$ cat src/rtl/serial_subtractor.sv
// Bit-serial unsigned subtractor: one result bit per clock, LSB first.
// Diff/Borrow are loaded once per operation and held until the next completes.
module serial_subtractor #(
    parameter int WIDTH = 8
) (
    input  logic             clk,
    input  logic             rst_n,
    input  logic             start,
    input  logic [WIDTH-1:0] in1,
    input  logic [WIDTH-1:0] in2,
    output logic             busy,
    output logic             done,
    output logic [WIDTH-1:0] Diff,
    output logic             Borrow
);

    localparam int CW = $clog2(WIDTH + 1);
    localparam logic [CW-1:0] CNT_LAST = CW'(WIDTH - 1);

    typedef enum logic [1:0] {
        IDLE  = 2'd0,
        SHIFT = 2'd1,
        DONE  = 2'd2
    } state_t;

    state_t           state_r;
    logic [WIDTH-1:0] a_r;
    logic [WIDTH-1:0] b_r;
    logic [WIDTH-1:0] res_r;
    logic             br_r;
    logic [CW-1:0]    cnt_r;

    logic             d_s;
    logic             br_next_s;
    logic [WIDTH-1:0] res_next_s;

    function automatic logic diff_bit(input logic a0, input logic b0, input logic br);
        return a0 ^ b0 ^ br;
    endfunction

    function automatic logic borrow_bit(input logic a0, input logic b0, input logic br);
        return (~a0 & b0) | (~(a0 ^ b0) & br);
    endfunction

    // Full-adder-style borrow cell on the current operand LSBs
    always_comb begin
        d_s        = diff_bit(a_r[0], b_r[0], br_r);
        br_next_s  = borrow_bit(a_r[0], b_r[0], br_r);
        res_next_s = WIDTH'({d_s, res_r} >> 1);
    end

    // Control FSM with datapath and registered status/result outputs
    always_ff @(posedge clk) begin
        if (!rst_n) begin
            state_r <= IDLE;
            a_r     <= '0;
            b_r     <= '0;
            res_r   <= '0;
            br_r    <= 1'b0;
            cnt_r   <= '0;
            busy    <= 1'b0;
            done    <= 1'b0;
            Diff    <= '0;
            Borrow  <= 1'b0;
        end else begin
            case (state_r)
                IDLE: begin
                    if (start) begin
                        a_r     <= in1;
                        b_r     <= in2;
                        br_r    <= 1'b0;
                        cnt_r   <= '0;
                        state_r <= SHIFT;
                        busy    <= 1'b1;
                    end else begin
                        state_r <= IDLE;
                    end
                end
                SHIFT: begin
                    res_r <= res_next_s;
                    a_r   <= a_r >> 1;
                    b_r   <= b_r >> 1;
                    br_r  <= br_next_s;
                    cnt_r <= cnt_r + CW'(1);
                    // Last bit: publish the result in the same edge that enters DONE
                    if (cnt_r == CNT_LAST) begin
                        state_r <= DONE;
                        busy    <= 1'b0;
                        done    <= 1'b1;
                        Diff    <= res_next_s;
                        Borrow  <= br_next_s;
                    end else begin
                        state_r <= SHIFT;
                    end
                end
                DONE: begin
                    state_r <= IDLE;
                    done    <= 1'b0;
                end
                default: begin
                    state_r <= IDLE;
                    busy    <= 1'b0;
                    done    <= 1'b0;
                end
            endcase
        end
    end

endmodule

$ cat config.mk
export PLATFORM = sky130hd
export DESIGN_NAME = serial_subtractor
export DESIGN_NICKNAME = d
export VERILOG_FILES = /design/src/rtl/serial_subtractor.sv
export SDC_FILE = /design/constraint.sdc
export NUM_CORES = 1
export LEC_CHECK = 0
export CAP_MARGIN = 25
export CORE_ASPECT_RATIO = 0.7
export CORE_MARGIN = 8
export CORE_UTILIZATION = 51
export DETAILED_ROUTE_END_ITERATION = 7
export MAX_ROUTING_LAYER = met4
export PLACE_DENSITY = 0.88
export SETUP_SLACK_MARGIN = 0.2
export SYNTH_ARGS = -nofsm -noshare
export SYNTH_HDL_FRONTEND = slang
export SYNTH_SLANG_ARGS = --single-unit
$ cat constraint.sdc
create_clock -name clk -period 1.4 [get_ports clk]
set_input_delay 0.28 -clock clk [delete_from_list [all_inputs] [get_ports clk]]
set_output_delay 0.28 -clock clk [all_outputs]
set_load 0.02 [all_outputs]
==> results.txt, run 1 <==
Setup WS post-layout - 0.1351 ns
CP Launch Type - register
Max-slew violation count - 0
Final Util - 70.55%
# IOs - 30
Xor and xnor area share after synthesis - 0%
First-pass GRT wire length - 6982 um
Met1 Usage GRT - 17.73%
Critical Path RT - 1.63 ns
Cell family with most CP delay - simple AND/OR/NAND/NOR gates
Post-Synth Adder-Cell Area - 1.946%
Max Freq - 790.6 MHz
Area Growth Syn to Fin - 32.86%
Bufs and invs on worst path - 0
Largest family of logic cells by synthesized area - compound AO/OA/AOI/OAI gates
Synth Area in Compound Gates - 21.78%
Final WL - 4264 um
Status - finished clean
Worst hold slack - 0.4543 ns
Critical Path End - Diff[4]$_SDFFE_PN0P_
N_diodes - 0
DRT antenna net count - 0
Mean post-synth cell area - 8.617 um^2
Clock buffer depth - 2
Dpl hpwl - 2627 um
CP cell instances - ha_4 -> and3b_2 -> and2_4 -> mux2i_1
Slowest CP cell - dfxtp_2
Setup TNS - 0 ns
Number of synthesized flops with an enable pin - 0
Vias - 1,547
Crit end category - register
Worst-margin pin slew - 0.3325 ns
DR vias/cell - 5.646
Fin nets - 256
DRC viols - 0
Worst path depth - 4
Tcrit/Tclk final - 90.35%
Drt wl/cell - 15.56 um
Worst path max stage delay - 0.36 ns
Share of cells above drive strength 1 - 22.46%
Post-route clock skew - 0.01308 ns
# rows - 17
M3 GR Usage - 4.974%
Hold-fix buffers, CTS - 0
Initial antenna violation count - 0
Unrepaired setup endpoints after global routing - yes
CTS tree - yes
Vias in the first global route - 1,483
Die Width - 84.43 um
Max Cap Violations - 0
Final setup violation count - 0
Register area share after synthesis - 49.10%
Post-route minimum period - 1.265 ns
Met2 Use GR - 26.35%
Reg2Reg Depth - 4
Netlist cell types - 34
Slew margin rel. - 77.83%
Starting Density - 53.10%
Most used DFF post-synth - dfxtp_1
Seq cells post-synth - 41
GRT Residual Overflow - 0
Power density cells - 1143 nW/um^2
H-tree Lvls - 2
Drt first-iter violations - 90
Die footprint - 5395 um^2
Die height - 63.90 um
Simple-gate portion of the synthesized area - 16.62%
Syn. warnings - 0
Mux contribution to synthesized area - 4.790%
Syn_nets - 215
R2r startpoint - cnt_r[0]$_SDFFE_PN0P_
Largest net degree at the start of global routing - 22
Crit path kind - reg -> reg
Flop2flop setup slack - 0.14 ns
CTS root buffer - clkbuf_8
Leak - 0.0008851 uW
Clk_lat worst skew - 0.31 ns
Pre-CTS setup slack - -0.1593 ns
CP arrival - 1.49 ns
IO Port Bufs - 29
Synth Instances - 194
CTS clk-pin slew, worst paths - 0.09 ns
Placement-stage cell area - 2041 um^2
Critical path startpoint - cnt_r[0]$_SDFFE_PN0P_
Worst min path class - reg -> reg
Mapped cell area - 1672 um^2
Clk sink count - 41
Layer with the highest usage - met2
TritonRoute pass-1 iters - 4
Core region area - 3148 um^2
Peak supply drop - 801.9 uV
Hold Vio Cnt, Final - 0
Finished layout cell area - 2221 um^2
Total GRT Usage - 16.44%
Worst reg2reg endpoint - Diff[4]$_SDFFE_PN0P_
Gpl congestion - 0.8164
CP Max Fanout - 6
CTS Buf Count - 5
Fraction of registers with async set/reset - 0%
layout by cell type (no fill, tap or decap), types with 6 or more instances in the layout:
cell type,netlist,layout
buf_2,5,11
dfxtp_1,41,37
buf_4,1,14
o21ai_0,14,6
nor2_1,6,6
a21oi_1,35,34
mux2i_1,8,8
clkdlybuf4s50_1,0,17
o21ai_1,0,8
nand2_1,45,45
power breakdown:
part | internal (uW) | leakage (uW) | switching (uW)
registers | 1210 | 0.000337 | 34.5
logic | 160 | 0.000494 | 162
clock network | 534 | 0.0000543 | 434
total | 1910 | 0.000885 | 630
tightest hold or removal path, cell delays in order, from the launching register on:
cell,delay [ns]
dfxtp_1,0.32
nand2_1,0.05
mux2i_1,0.05
Yosys cell counts, types with 2 or more instances:
cell type	instances	area share [%]
nor2_1	6	1.3
nor2b_1	3	1.1
buf_6	3	2.0
a211oi_1	2	0.90
nand2_1	45	10
o21ai_0	14	4.2
a22oi_1	3	1.3
a21oi_1	35	10
buf_2	5	1.5
dfxtp_1	41	49
mux2i_1	8	4.8
inv_1	2	0.45
clkbuf_1	5	1.1
nand3_1	2	0.60
per-stage QoR:
step / cells / power, uW
after global placement: 260 / 1541
after global routing: 274 / 2622
after floorplan: 194 / 1431
after CTS: 274 / 2516
final: 274 / 2538
after detailed placement: 260 / 1551
metal layers:
layer,vias up,routed length [um]
met5,-,0
met4,0,165
met3,18,296
met2,62,2003
met1,721,1800
li1,746,-
cell type report:
class                   instances  area [um^2]
fillers                       225        927.1
flip-flops and latches         41        830.8
multi-input cells             137        819.5
repair buffers                 47        396.6
clock buffers                   5        68.82
well taps                      38        47.55
clock inverters                 3        46.29
inverters                       3        11.26
how the worst min path moves through the flow:
| stage | cells past startpoint | slack [ns] | to | start |
|---|---|---|---|---|
| 2_1_floorplan | 2 | 0.41 | a_r[0]$_SDFFE_PN0P_ | in1[0] |
| 3_3_place_gp | 2 | 0.44 | Diff[0]$_SDFFE_PN0P_ | Diff[0]$_SDFFE_PN0P_ |
| 3_5_place_dp | 2 | 0.45 | Diff[7]$_SDFFE_PN0P_ | Diff[7]$_SDFFE_PN0P_ |
| 4_1_cts | 2 | 0.46 | Diff[0]$_SDFFE_PN0P_ | res_r[1]$_SDFFE_PN0P_ |
| 5_1_grt | 2 | 0.47 | Diff[0]$_SDFFE_PN0P_ | res_r[1]$_SDFFE_PN0P_ |
| 6_report | 2 | 0.45 | Diff[0]$_SDFFE_PN0P_ | res_r[1]$_SDFFE_PN0P_ |
cells by family after synthesis:
logic type               count (synthesis)
adder cells (fa/ha/maj)                  2
AND/OR/NAND/NOR                         63
AO/OA/AOI/OAI                           63
buffers and inverters                   17
multiplexers                             8
flip-flops                              41
registers in the layout, indices dropped and copies added (netlist names):
name / count
a_r: 8
cnt_r: 4
done: 1
b_r: 8
Borrow: 1
res_r: 7
state_r: 2
Diff: 8
busy: 1
br_r: 1
repair_timing:
action | in CTS | in global routing
cloned | 1 | 0
resized for setup | 42 | 28
pin swaps | 3 | 5
setup buffers | 5 | 0
setup endpoints to repair | 27 | 43
Note: power is estimated with default switching activity, not from simulation.
==> run 2, diff against run 1 <==
Settings changed: SETUP_SLACK_MARGIN 0.2 to 0.4.
==> run 2 against run 1 <==
Net effect: clock skew about the same; flip-flop and latch count unchanged; sequential power about the same; fmax decreased by 6.9%; cell area increased by 29%; critical path depth unchanged; global-route usage is 3.6 points higher.
==> results.txt, run 2 (same netlist as run 1, synthesis figures left out) <==
Post-route clock skew - 0.01286 ns (-0.0002222 ns)
Clock buffer depth - 2 (unchanged)
Power density cells - 918.9 nW/um^2 (-20%)
Final setup violation count - 0 (unchanged)
IO Port Bufs - 29 (unchanged)
DRC viols - 0 (unchanged)
CTS tree - yes
Max Cap Violations - 0 (unchanged)
N_diodes - 0 (unchanged)
Placed cells - 262 (+0.77%)
Placement-stage cell area - 2077 um^2 (+1.8%)
Fin nets - 282 (+10%)
Max Freq - 735.9 MHz (-6.9%)
Dpl hpwl - 2666 um (+1.5%)
CP arrival - 1.56 ns (+0.07 ns)
Post-route minimum period - 1.359 ns (+0.09390 ns)
CTS root buffer - clkbuf_8
Clk sink count - 41 (unchanged)
CTS clk-pin slew, worst paths - 0.09 ns (about the same)
DRT antenna net count - 0 (unchanged)
Slew margin rel. - 78.82% (+0.99 points)
Status - finished clean
Final Util - 91.18% (+21 points)
Worst min path class - reg -> reg
CP cell instances - ha_4 -> and3b_2 -> and2_4 -> mux2i_1
Flop2flop setup slack - 0.04 ns (-0.09 ns)
Clk_lat worst skew - 0.30 ns (about the same)
CP Launch Type - register
Fillcell total - 121 (-46%)
Tcrit/Tclk final - 97.06% (+6.7 points)
First-pass GRT wire length - 8473 um (+21%)
Area occupied by multi-input gates - 1076 um^2 (+31%)
Unrepaired setup endpoints after global routing - yes
Core region area - 3148 um^2 (unchanged)
Die Width - 84.43 um (unchanged)
CP Max Fanout - 5 (-1)
Finished layout cell area - 2870 um^2 (+29%)
Crit end category - register
Largest net degree at the start of global routing - 16 (-27%)
Setup TNS - 0 ns (unchanged)
Worst hold slack - 0.4811 ns (+0.02680 ns)
Final WL - 6799 um (+59%)
# IOs - 30 (unchanged)
Largest registers - Diff x8, a_r x8, b_r x8
Vias in the first global route - 1,732 (+17%)
CTS Buf Count - 5 (unchanged)
Worst-margin pin slew - 0.3177 ns (-0.01482 ns)
Worst path max stage delay - 0.38 ns (+0.02 ns)
Gpl congestion - 0.7878 (-3.5%)
Slowest CP cell - dfxtp_2
Most frequent cells in the layout - nand2_1, buf_4, dfxtp_1
Die height - 63.90 um (unchanged)
DR vias/cell - 6.194 (+9.7%)
# rows - 17 (unchanged)
GRT Residual Overflow - 0 (unchanged)
TritonRoute pass-1 iters - 5 (+1)
Starting Density - 53.10% (unchanged)
Share of cells above drive strength 1 - 52.49% (+30 points)
Critical Path RT - 1.60 ns (-0.03 ns)
Initial antenna violation count - 0 (unchanged)
Commonest non-fill, non-tap cell in the layout - nand2_1
Max-slew violation count - 0 (unchanged)
Leak - 0.001139 uW (+29%)
Finished Layout Cells - 299 (+9.1%)
Vias - 1,852 (+20%)
Peak supply drop - 811.6 uV (+1.2%)
Drt first-iter violations - 193 (+110%)
Drt wl/cell - 22.74 um (+46%)
Total GRT Usage - 20.08% (+3.6 points)
Die footprint - 5395 um^2 (unchanged)
FF/Latch Area - 852.1 um^2 (+2.6%)
Area Growth Syn to Fin - 71.71%
Crit path kind - reg -> reg
H-tree Lvls - 2 (unchanged)
Hold Vio Cnt, Final - 0 (unchanged)
## run 2: changes by cell type in the layout (fill, tap and decap cells not counted), sizes merged
cell / change
buf: +23
clkinvlp: -1
o21ba: +1
dlygate4sd2: +2
dlymetal6s2s: -1
clkdlybuf4s50: -1
clkinv: -1
bufinv: -1
clkbuf: +4
## run 2: final timing paths
check                             start                   end  depth (start not counted)
hold / removal    res_r[1]$_SDFFE_PN0P_  Diff[0]$_SDFFE_PN0P_                          2
setup / recovery  cnt_r[1]$_SDFFE_PN0P_  Diff[4]$_SDFFE_PN0P_                          4
hold reg to reg   res_r[1]$_SDFFE_PN0P_  Diff[0]$_SDFFE_PN0P_                          2
setup reg to reg  cnt_r[1]$_SDFFE_PN0P_  Diff[4]$_SDFFE_PN0P_                          4
## run 2: report_power, final
group | leakage (uW) | switching (uW) | internal (uW) | total, uW
sequential | 0.000345 | 53.8 | 1220 | 1270
combinational | 0.000750 | 269 | 285 | 554
clock | 0.0000443 | 421 | 392 | 813
total | 0.00114 | 744 | 1890 | 2640
## run 2: layout make-up
| cell class | count | share of cell area (%) |
|---|---|---|
| inverters | 3 | 0.3923 |
| multi-input cells | 138 | 37.49 |
| clock buffers | 7 | 3.008 |
| repair buffers | 72 | 27.77 |
| well taps | 38 | 1.656 |
| flip-flops and latches | 41 | 29.69 |
## run 2: repair_timing
action                                  in CTS  in global routing
endpoints found under the setup margin      52                 52
hold buffers                                 0                  0
pin swaps                                   20                 26
gates resized for setup                    104                 71
buffers inserted                            12                 13
gates cloned                                 3                  2
## run 2: metrics by stage
step	worst slack, ns	power, uW
finish	0.04120	2637
CTS	0.1821	2395
global route	0.02237	2710
detailed placement	-0.1283	1562
global placement	-0.09512	1554
floorplan	0.1622	1441
## run 2: critical path: cells and delay by family (launching register included)
family	cells	cell delay, ns
and+or+nand+nor	2	0.46
DFF	1	0.38
muxes	1	0.27
adders and majority gates	1	0.14
## run 2: layer usage
layer | GRT usage [%] | wire [um]
met3 | 4.592 | 456
met2 | 30.95 | 3114
met1 | 23.86 | 2970
met5 | - | 0
met4 | 11.26 | 257
==> run 3, diff against run 2 <==
Settings changed: HOLD_SLACK_MARGIN set to 0.02, SLEW_MARGIN set to 20.
==> results of run 3 <==
The final DEF is identical to that of run 2; final timing and power are the same.
